==> config.mk <==
export PLATFORM = sky130hd
export DESIGN_NAME = hazard_ctrl_flat
export DESIGN_NICKNAME = d
export VERILOG_FILES = /design/src/rtl/hazard_ctrl_if.sv /design/src/rtl/hazard_ctrl.sv /design/src/flat_wrapper.sv
export SDC_FILE = /design/constraint.sdc
export NUM_CORES = 1
export LEC_CHECK = 0
export ABC_AREA = 1
export BUFFER_PORTS_ARGS = -buffer_cell sky130_fd_sc_hd__buf_2
export CAP_MARGIN = 15
export CORE_MARGIN = 5
export CORE_UTILIZATION = 46
export DETAILED_ROUTE_END_ITERATION = 6
export PLACE_DENSITY = 0.79
export SYNTH_ARGS = -nofsm -noshare
export SYNTH_HDL_FRONTEND = slang
export SYNTH_SLANG_ARGS = --single-unit
==> constraint.sdc <==
create_clock -name clk_i -period 1.5 [get_ports clk_i]
set_input_delay 0.3 -clock clk_i [delete_from_list [all_inputs] [get_ports clk_i]]
set_output_delay 0.3 -clock clk_i [all_outputs]
set_load 0.01 [all_outputs]
==> src/rtl/hazard_ctrl_if.sv <==
// Purpose : bundles the hazard controller's pipeline-facing signals.
//           master modport: the pipeline side, drives hazard inputs and receives enables.
//           slave modport : the hazard controller itself.
// Signals : IDEX_MemRead_i, IDEX_RTaddr_i[4:0], IFID_RSaddr_i[4:0], IFID_RTaddr_i[4:0],
//           branch_i, mem_stall_i (to controller);
//           PC_write_o, IFID_write_o, IFID_flush_o, IDEX_write_o, IDEX_bubble_o,
//           EXMEM_write_o, timeout_o, stall_cnt_o[31:0] (from controller).
interface hazard_ctrl_if;
  logic        IDEX_MemRead_i;
  logic [4:0]  IDEX_RTaddr_i;
  logic [4:0]  IFID_RSaddr_i;
  logic [4:0]  IFID_RTaddr_i;
  logic        branch_i;
  logic        mem_stall_i;
  logic        PC_write_o;
  logic        IFID_write_o;
  logic        IFID_flush_o;
  logic        IDEX_write_o;
  logic        IDEX_bubble_o;
  logic        EXMEM_write_o;
  logic        timeout_o;
  logic [31:0] stall_cnt_o;

  modport master (
    output IDEX_MemRead_i, IDEX_RTaddr_i, IFID_RSaddr_i, IFID_RTaddr_i, branch_i, mem_stall_i,
    input  PC_write_o, IFID_write_o, IFID_flush_o, IDEX_write_o, IDEX_bubble_o, EXMEM_write_o,
    input  timeout_o, stall_cnt_o
  );

  modport slave (
    input  IDEX_MemRead_i, IDEX_RTaddr_i, IFID_RSaddr_i, IFID_RTaddr_i, branch_i, mem_stall_i,
    output PC_write_o, IFID_write_o, IFID_flush_o, IDEX_write_o, IDEX_bubble_o, EXMEM_write_o,
    output timeout_o, stall_cnt_o
  );
endinterface

==> src/rtl/hazard_ctrl.sv <==
// Purpose : pipeline sequencer for the 5-stage MIPS core. Detects load-use hazards, flushes
//           IF/ID after taken branches/jumps and freezes the pipeline during memory stalls.
//           All enables are Mealy (state + current inputs); state updates on posedge clk_i.
// Ports   : clk_i   - clock, rising edge
//           start_i - asynchronous active-low reset
//           hz      - hazard_ctrl_if.slave (hazard inputs, stage enables, timeout, stall count)
// Params  : FLUSH_CYCLES  (1..7)   IF/ID flush cycles per taken branch/jump
//           MEM_STALL_MAX (1..255) consecutive stalled cycles before timeout_o is set
// Macro   : HAZARD_PERF_CNT_EN - when defined, stall_cnt_o counts cycles with PC_write_o=0
//           (saturating); when undefined, stall_cnt_o is tied to zero.
module hazard_ctrl #(
  parameter int unsigned FLUSH_CYCLES  = 1,
  parameter int unsigned MEM_STALL_MAX = 15
) (
  input logic          clk_i,
  input logic          start_i,
  hazard_ctrl_if.slave hz
);

  typedef enum logic [1:0] {StRun, StFlush, StMemWait} state_e;

  localparam logic [2:0] FcntInit = 3'(FLUSH_CYCLES - 1);
  localparam logic [7:0] WcntMax  = 8'(MEM_STALL_MAX);

  state_e     r_state, w_state_d;
  state_e     r_resume, w_resume_d;
  state_e     w_eff_state;
  logic [2:0] r_fcnt, w_fcnt_d;
  logic [7:0] r_wcnt, w_wcnt_d;
  logic       r_timeout, w_timeout_d;
  logic       w_timeout_hit;
  logic       w_luse;

  logic w_pc_write, w_ifid_write, w_ifid_flush, w_idex_write, w_idex_bubble, w_exmem_write;

  assign w_luse = hz.IDEX_MemRead_i && (hz.IDEX_RTaddr_i != 5'd0) &&
                  ((hz.IDEX_RTaddr_i == hz.IFID_RSaddr_i) ||
                   (hz.IDEX_RTaddr_i == hz.IFID_RTaddr_i));

  // While waiting on memory, behaviour is governed by the state that was interrupted.
  assign w_eff_state = (r_state == StMemWait) ? r_resume : r_state;

  always_comb begin
    w_pc_write    = 1'b1;
    w_ifid_write  = 1'b1;
    w_ifid_flush  = 1'b0;
    w_idex_write  = 1'b1;
    w_idex_bubble = 1'b0;
    w_exmem_write = 1'b1;
    w_state_d     = r_state;
    w_resume_d    = r_resume;
    w_fcnt_d      = r_fcnt;
    w_wcnt_d      = r_wcnt;
    w_timeout_d   = r_timeout;
    w_timeout_hit = 1'b0;

    if (!start_i) begin
      w_pc_write    = 1'b0;
      w_ifid_write  = 1'b0;
      w_idex_bubble = 1'b1;
    end else if (hz.mem_stall_i) begin
      w_pc_write    = 1'b0;
      w_ifid_write  = 1'b0;
      w_idex_write  = 1'b0;
      w_exmem_write = 1'b0;
      w_state_d     = StMemWait;
      w_resume_d    = w_eff_state;
      if (r_wcnt < WcntMax) begin
        w_wcnt_d = r_wcnt + 8'd1;
      end
      // This stalled cycle is the one that brings wcnt up to the limit.
      if (r_wcnt == (WcntMax - 8'd1)) begin
        w_timeout_hit = 1'b1;
        w_timeout_d   = 1'b1;
      end
    end else begin
      w_wcnt_d = 8'd0;
      case (w_eff_state)
        StFlush: begin
          w_ifid_flush  = 1'b1;
          w_idex_bubble = 1'b1;
          w_fcnt_d      = r_fcnt - 3'd1;
          w_state_d     = (r_fcnt <= 3'd1) ? StRun : StFlush;
        end
        default: begin
          w_state_d = StRun;
          if (hz.branch_i) begin
            w_ifid_flush = 1'b1;
            if (FLUSH_CYCLES > 1) begin
              w_state_d = StFlush;
              w_fcnt_d  = FcntInit;
            end
          end else if (w_luse) begin
            w_pc_write    = 1'b0;
            w_ifid_write  = 1'b0;
            w_idex_bubble = 1'b1;
          end
        end
      endcase
    end
  end

  always_ff @(posedge clk_i or negedge start_i) begin
    if (!start_i) begin
      r_state   <= StRun;
      r_resume  <= StRun;
      r_fcnt    <= 3'd0;
      r_wcnt    <= 8'd0;
      r_timeout <= 1'b0;
    end else begin
      r_state   <= w_state_d;
      r_resume  <= w_resume_d;
      r_fcnt    <= w_fcnt_d;
      r_wcnt    <= w_wcnt_d;
      r_timeout <= w_timeout_d;
    end
  end

  assign hz.PC_write_o    = w_pc_write;
  assign hz.IFID_write_o  = w_ifid_write;
  assign hz.IFID_flush_o  = w_ifid_flush;
  assign hz.IDEX_write_o  = w_idex_write;
  assign hz.IDEX_bubble_o = w_idex_bubble;
  assign hz.EXMEM_write_o = w_exmem_write;
  assign hz.timeout_o     = r_timeout | w_timeout_hit;

`ifdef HAZARD_PERF_CNT_EN
  logic [31:0] r_stall_cnt;

  always_ff @(posedge clk_i or negedge start_i) begin
    if (!start_i) begin
      r_stall_cnt <= 32'd0;
    end else if (!w_pc_write && (r_stall_cnt != 32'hFFFF_FFFF)) begin
      r_stall_cnt <= r_stall_cnt + 32'd1;
    end
  end

  assign hz.stall_cnt_o = r_stall_cnt;
`else
  assign hz.stall_cnt_o = 32'd0;
`endif

endmodule
==> src/flat_wrapper.sv <==
// flat-port wrapper written by rule: the top's interface ports become plain ports
module hazard_ctrl_flat 
#(
  parameter int unsigned FLUSH_CYCLES  = 1,
  parameter int unsigned MEM_STALL_MAX = 15
)
  (clk_i, start_i, hz_IDEX_MemRead_i, hz_IDEX_RTaddr_i, hz_IFID_RSaddr_i, hz_IFID_RTaddr_i, hz_branch_i, hz_mem_stall_i, hz_PC_write_o, hz_IFID_write_o, hz_IFID_flush_o, hz_IDEX_write_o, hz_IDEX_bubble_o, hz_EXMEM_write_o, hz_timeout_o, hz_stall_cnt_o);
  hazard_ctrl_if hz_i ();
  input logic clk_i;
  input logic start_i;
  input wire logic [$bits(hz_i.IDEX_MemRead_i)-1:0] hz_IDEX_MemRead_i;
  input wire logic [$bits(hz_i.IDEX_RTaddr_i)-1:0] hz_IDEX_RTaddr_i;
  input wire logic [$bits(hz_i.IFID_RSaddr_i)-1:0] hz_IFID_RSaddr_i;
  input wire logic [$bits(hz_i.IFID_RTaddr_i)-1:0] hz_IFID_RTaddr_i;
  input wire logic [$bits(hz_i.branch_i)-1:0] hz_branch_i;
  input wire logic [$bits(hz_i.mem_stall_i)-1:0] hz_mem_stall_i;
  output wire logic [$bits(hz_i.PC_write_o)-1:0] hz_PC_write_o;
  output wire logic [$bits(hz_i.IFID_write_o)-1:0] hz_IFID_write_o;
  output wire logic [$bits(hz_i.IFID_flush_o)-1:0] hz_IFID_flush_o;
  output wire logic [$bits(hz_i.IDEX_write_o)-1:0] hz_IDEX_write_o;
  output wire logic [$bits(hz_i.IDEX_bubble_o)-1:0] hz_IDEX_bubble_o;
  output wire logic [$bits(hz_i.EXMEM_write_o)-1:0] hz_EXMEM_write_o;
  output wire logic [$bits(hz_i.timeout_o)-1:0] hz_timeout_o;
  output wire logic [$bits(hz_i.stall_cnt_o)-1:0] hz_stall_cnt_o;
  assign hz_i.IDEX_MemRead_i = hz_IDEX_MemRead_i;
  assign hz_i.IDEX_RTaddr_i = hz_IDEX_RTaddr_i;
  assign hz_i.IFID_RSaddr_i = hz_IFID_RSaddr_i;
  assign hz_i.IFID_RTaddr_i = hz_IFID_RTaddr_i;
  assign hz_i.branch_i = hz_branch_i;
  assign hz_i.mem_stall_i = hz_mem_stall_i;
  assign hz_PC_write_o = hz_i.PC_write_o;
  assign hz_IFID_write_o = hz_i.IFID_write_o;
  assign hz_IFID_flush_o = hz_i.IFID_flush_o;
  assign hz_IDEX_write_o = hz_i.IDEX_write_o;
  assign hz_IDEX_bubble_o = hz_i.IDEX_bubble_o;
  assign hz_EXMEM_write_o = hz_i.EXMEM_write_o;
  assign hz_timeout_o = hz_i.timeout_o;
  assign hz_stall_cnt_o = hz_i.stall_cnt_o;
  hazard_ctrl #(.FLUSH_CYCLES(FLUSH_CYCLES), .MEM_STALL_MAX(MEM_STALL_MAX)) u_core (.clk_i(clk_i), .start_i(start_i), .hz(hz_i));
endmodule
==> summary by stage <==
Run status
The flow ran to the end, but the final reports show violations. The checks that failed: setup timing.

Synthesis
The count of mapped cells out of synthesis is 175. The post-synthesis area per instance is 7.121 um^2. sky130_fd_sc_hd__dfrtp_1 takes more of the synthesized area than any other cell. Of the synthesized area, sequential elements account for 0.3213. The distinct cell type count of the synthesized netlist is 20. The share of synthesized area in the top cell type comes to 0.3213. For this run, the number of Yosys warnings is 0. The mapped netlist covers 1246 um^2. Yosys attributes the largest share of cell area to sky130_fd_sc_hd__dfrtp_1 32%, sky130_fd_sc_hd__buf_4 20%, sky130_fd_sc_hd__nand2_1 12%.

The synthesized design contains 16 register bits.

Critical path
The number of buffers and inverters on the critical path is 1. The worst register-to-register path has a depth of 8. For the worst setup path, the data arrival time is 1.36 ns. The delay of the slowest cell on the worst path is 0.44 ns. The standard cell with the maximum stage delay on the critical path is sky130_fd_sc_hd__dfrtp_1. STA classifies the critical path endpoint as an output port.

The endpoint of the worst register-to-register path is u_core.r_fcnt[0]. For the worst setup path, the data required time is 1.20 ns. The signal on the critical path passes through ha_1 > nand4_1 > o21bai_1 > buf_2.

Along the worst path, the maximum fanout reaches 4. Among cell families on the critical path, the largest total delay comes from flip-flops. The startpoint class of the critical path is a flop. The path type of the worst setup path is flop to output port. The register-to-register setup slack is 0.09 ns. The startpoint identified for the worst register-to-register timing path is u_core.r_state[0].

Cells and area
Relative to the synthesized area, the layout overhead comes to 18.98%. The top cell types in the final layout, fill and taps aside, are 38 x sky130_fd_sc_hd__nand2_1, 32 x sky130_fd_sc_hd__conb_1, 25 x sky130_fd_sc_hd__inv_1. At the end of the flow the core is filled with cells to 0.5826. The final-stage net count is 242.

The layout cell share with drive strength beyond 1 is 0.2719. Leaving out fill and tap cells, the most frequent cell in the layout is sky130_fd_sc_hd__nand2_1. The antenna diode count is 0.

Detailed routing
The final layout contains routed wiring with a total length of 2432 um. Dividing the detail-routed via count by the number of cells gives 4.304. After detailed routing, the average wire length per cell comes to 9.846 um.

The number of vias after detailed routing is 1063. The number of nets with antenna violations after routing is 0. After detailed routing, the number of remaining DRC violations is 0. The first TritonRoute pass finished after 4 iterations. The violation count after the first detailed-route iteration is 31.

Clock tree
The number of buffers created by CTS is 3. Counting every sink on the clock net gives 16. The register clock-pin slew on the reported worst setup and hold paths is 0.10 ns. No sink is reached through more buffers than the 2 on the longest clock path.

TritonCTS built the clock tree. The insertion delay of the later-clocked pin in the worst-skew pair is 0.30 ns. The depth of the CTS H-tree is 1. The root buffer cell is sky130_fd_sc_hd__clkbuf_4.

STA
The final worst-path cycle share is 1.105. The setup TNS is -0.7251 ns. The time the worst path needs with I/O delays and setup is 1.657 ns. Setup violations remaining at the end of the flow were counted as 5. The worst setup margin is -0.1572 ns.

The final-layout worst hold slack is 0.3137 ns. Across the routed clock network, the largest skew measured is 0.0002709 ns. Static timing analysis puts the maximum clock frequency at 603.4 MHz.

The final-report hold violation count is 0. The count of pins over their slew limit is 0. Setup repair after global routing could not meet its margin everywhere.

GRT
The number of antenna violations at the first check in global routing was 0. Entering global routing, the biggest net connects 17 pins. After global routing the overflow that remains totals 0. The overall global routing resource usage is 0.1285.

The number of global-route vias before repair is 888. The first global-routing pass estimated 3574 um of wire.

Power and ir drop
Across the VDD grid, the largest voltage drop is 0.4313 mV. The leakage power of the design is 0.8753 nW. The power per cell area is 681.7 nW/um^2. The total power is 1.011 mW.

Hold path
Counting instances, the worst hold path has a depth of 3. The path with the worst hold slack has its endpoint at u_core.r_wcnt[2]. The startpoint identified for the worst hold timing path is hz_mem_stall_i. The type of the worst min-delay path is input port to flop.

Floorplanning
The floorplan step defined a die boundary enclosing 3850 um^2. From left edge to right edge, the die measures 62.05 um. The top-level port count is 59. In this run the standard cell core region covers 2545 um^2.

The floorplan has 18 rows. The initial core utilization is 0.4897. The die span in y is 62.05 um.

Flow run
The max-cap violation count is 0.

Place
The number of port buffers is 26. Summed over all nets, the half-perimeter wirelength after detailed placement is 1878 um. The global placer's final weighted congestion is 0.8049.
cells in the mapped netlist:
library cell / instances
sky130_fd_sc_hd__nor2_1: 18
sky130_fd_sc_hd__conb_1: 1
sky130_fd_sc_hd__nand2_1: 39
sky130_fd_sc_hd__xnor2_1: 3
sky130_fd_sc_hd__a21oi_1: 3
sky130_fd_sc_hd__nand3_2: 1
sky130_fd_sc_hd__inv_2: 1
sky130_fd_sc_hd__xor2_1: 1
sky130_fd_sc_hd__buf_4: 34
sky130_fd_sc_hd__nor2_4: 1
sky130_fd_sc_hd__nor2_2: 3
sky130_fd_sc_hd__ha_1: 4
sky130_fd_sc_hd__o21ai_0: 8
sky130_fd_sc_hd__nand4_1: 2
sky130_fd_sc_hd__nor3_1: 1
sky130_fd_sc_hd__dfrtp_1: 16
sky130_fd_sc_hd__nand3_1: 8
sky130_fd_sc_hd__o21bai_1: 2
sky130_fd_sc_hd__inv_1: 26
sky130_fd_sc_hd__nand2_2: 3
logic make-up (layout without fill, tap and decap cells):
kind of cell,after synthesis,after routing,share of synthesized area
simple gates,76,76,0.2651
buf+inv,61,72,0.2861
flops,16,16,0.3213
compound gates,13,13,0.05622
fa+ha+maj,4,4,0.04016
xor+xnor,4,4,0.02812
other cells,1,32,0.003009
registers in the layout, indices dropped and copies added, names as in the netlist:
| signal | cells |
|---|---|
| u_core.r_timeout | 1 |
| u_core.r_state | 2 |
| u_core.r_resume | 2 |
| u_core.r_fcnt | 3 |
| u_core.r_wcnt | 8 |
final cells by class:
class,count,area [um^2]
inverters,27,101.3
repair buffers,41,271.5
clock buffers,4,36.28
fillers,223,1062
multi-input cells,129,635.6
flip-flops and latches,16,400.4
well taps,30,37.54
layer usage:
metal / GRT usage / vias to the layer above / part of all wire
met4: 0.07576 / 0 / 0.026
met3: 0.02066 / 5 / 0.062
li1: - / 545 / -
met1: 0.1545 / 480 / 0.42
met5: 0 / - / 0
met2: 0.2145 / 33 / 0.49
worst min-delay path: cells and delay by family:
kind,cells,cell delay (ns)
buf+inv,1,0.13
compound gates,1,0.07
simple gates,1,0.08
where the power goes:
| part | total (mW) | switching [mW] | internal [mW] |
|---|---|---|---|
| Sequential | 0.466 | 0.0162 | 0.450 |
| Clock | 0.300 | 0.151 | 0.148 |
| Combinational | 0.245 | 0.151 | 0.0938 |
stage by stage:
step           instances  instance area, um^2  setup WS [ns]
2_1_floorplan        206                 1363         0.1493
3_3_place_gp         234                 1320        0.05132
3_5_place_dp         234                 1320        0.02624
4_1_cts              246                 1443        -0.1453
5_1_grt              247                 1483        -0.2669
6_report             247                 1483        -0.1572
worst max path at each step:
stage	to	cells past startpoint	start	slack (ns)
floorplan	hz_PC_write_o	6	u_core.r_state[0]	0.15
global placement	hz_PC_write_o	11	hz_IDEX_RTaddr_i[1]	0.05
detailed placement	hz_PC_write_o	11	hz_IDEX_RTaddr_i[1]	0.03
CTS	hz_IFID_flush_o	6	u_core.r_state[0]	-0.15
global route	hz_timeout_o	4	u_core.r_wcnt[1]	-0.27
finish	hz_timeout_o	4	u_core.r_wcnt[1]	-0.16
repair_timing:
action,in CTS,in global routing
setup endpoints to repair,5,10
gates resized for setup,7,9
pin swaps,4,6
hold endpoints to repair,2,0
hold buffers,2,0
buffers inserted,6,4
Note: power is estimated with default switching activity, not from simulation.
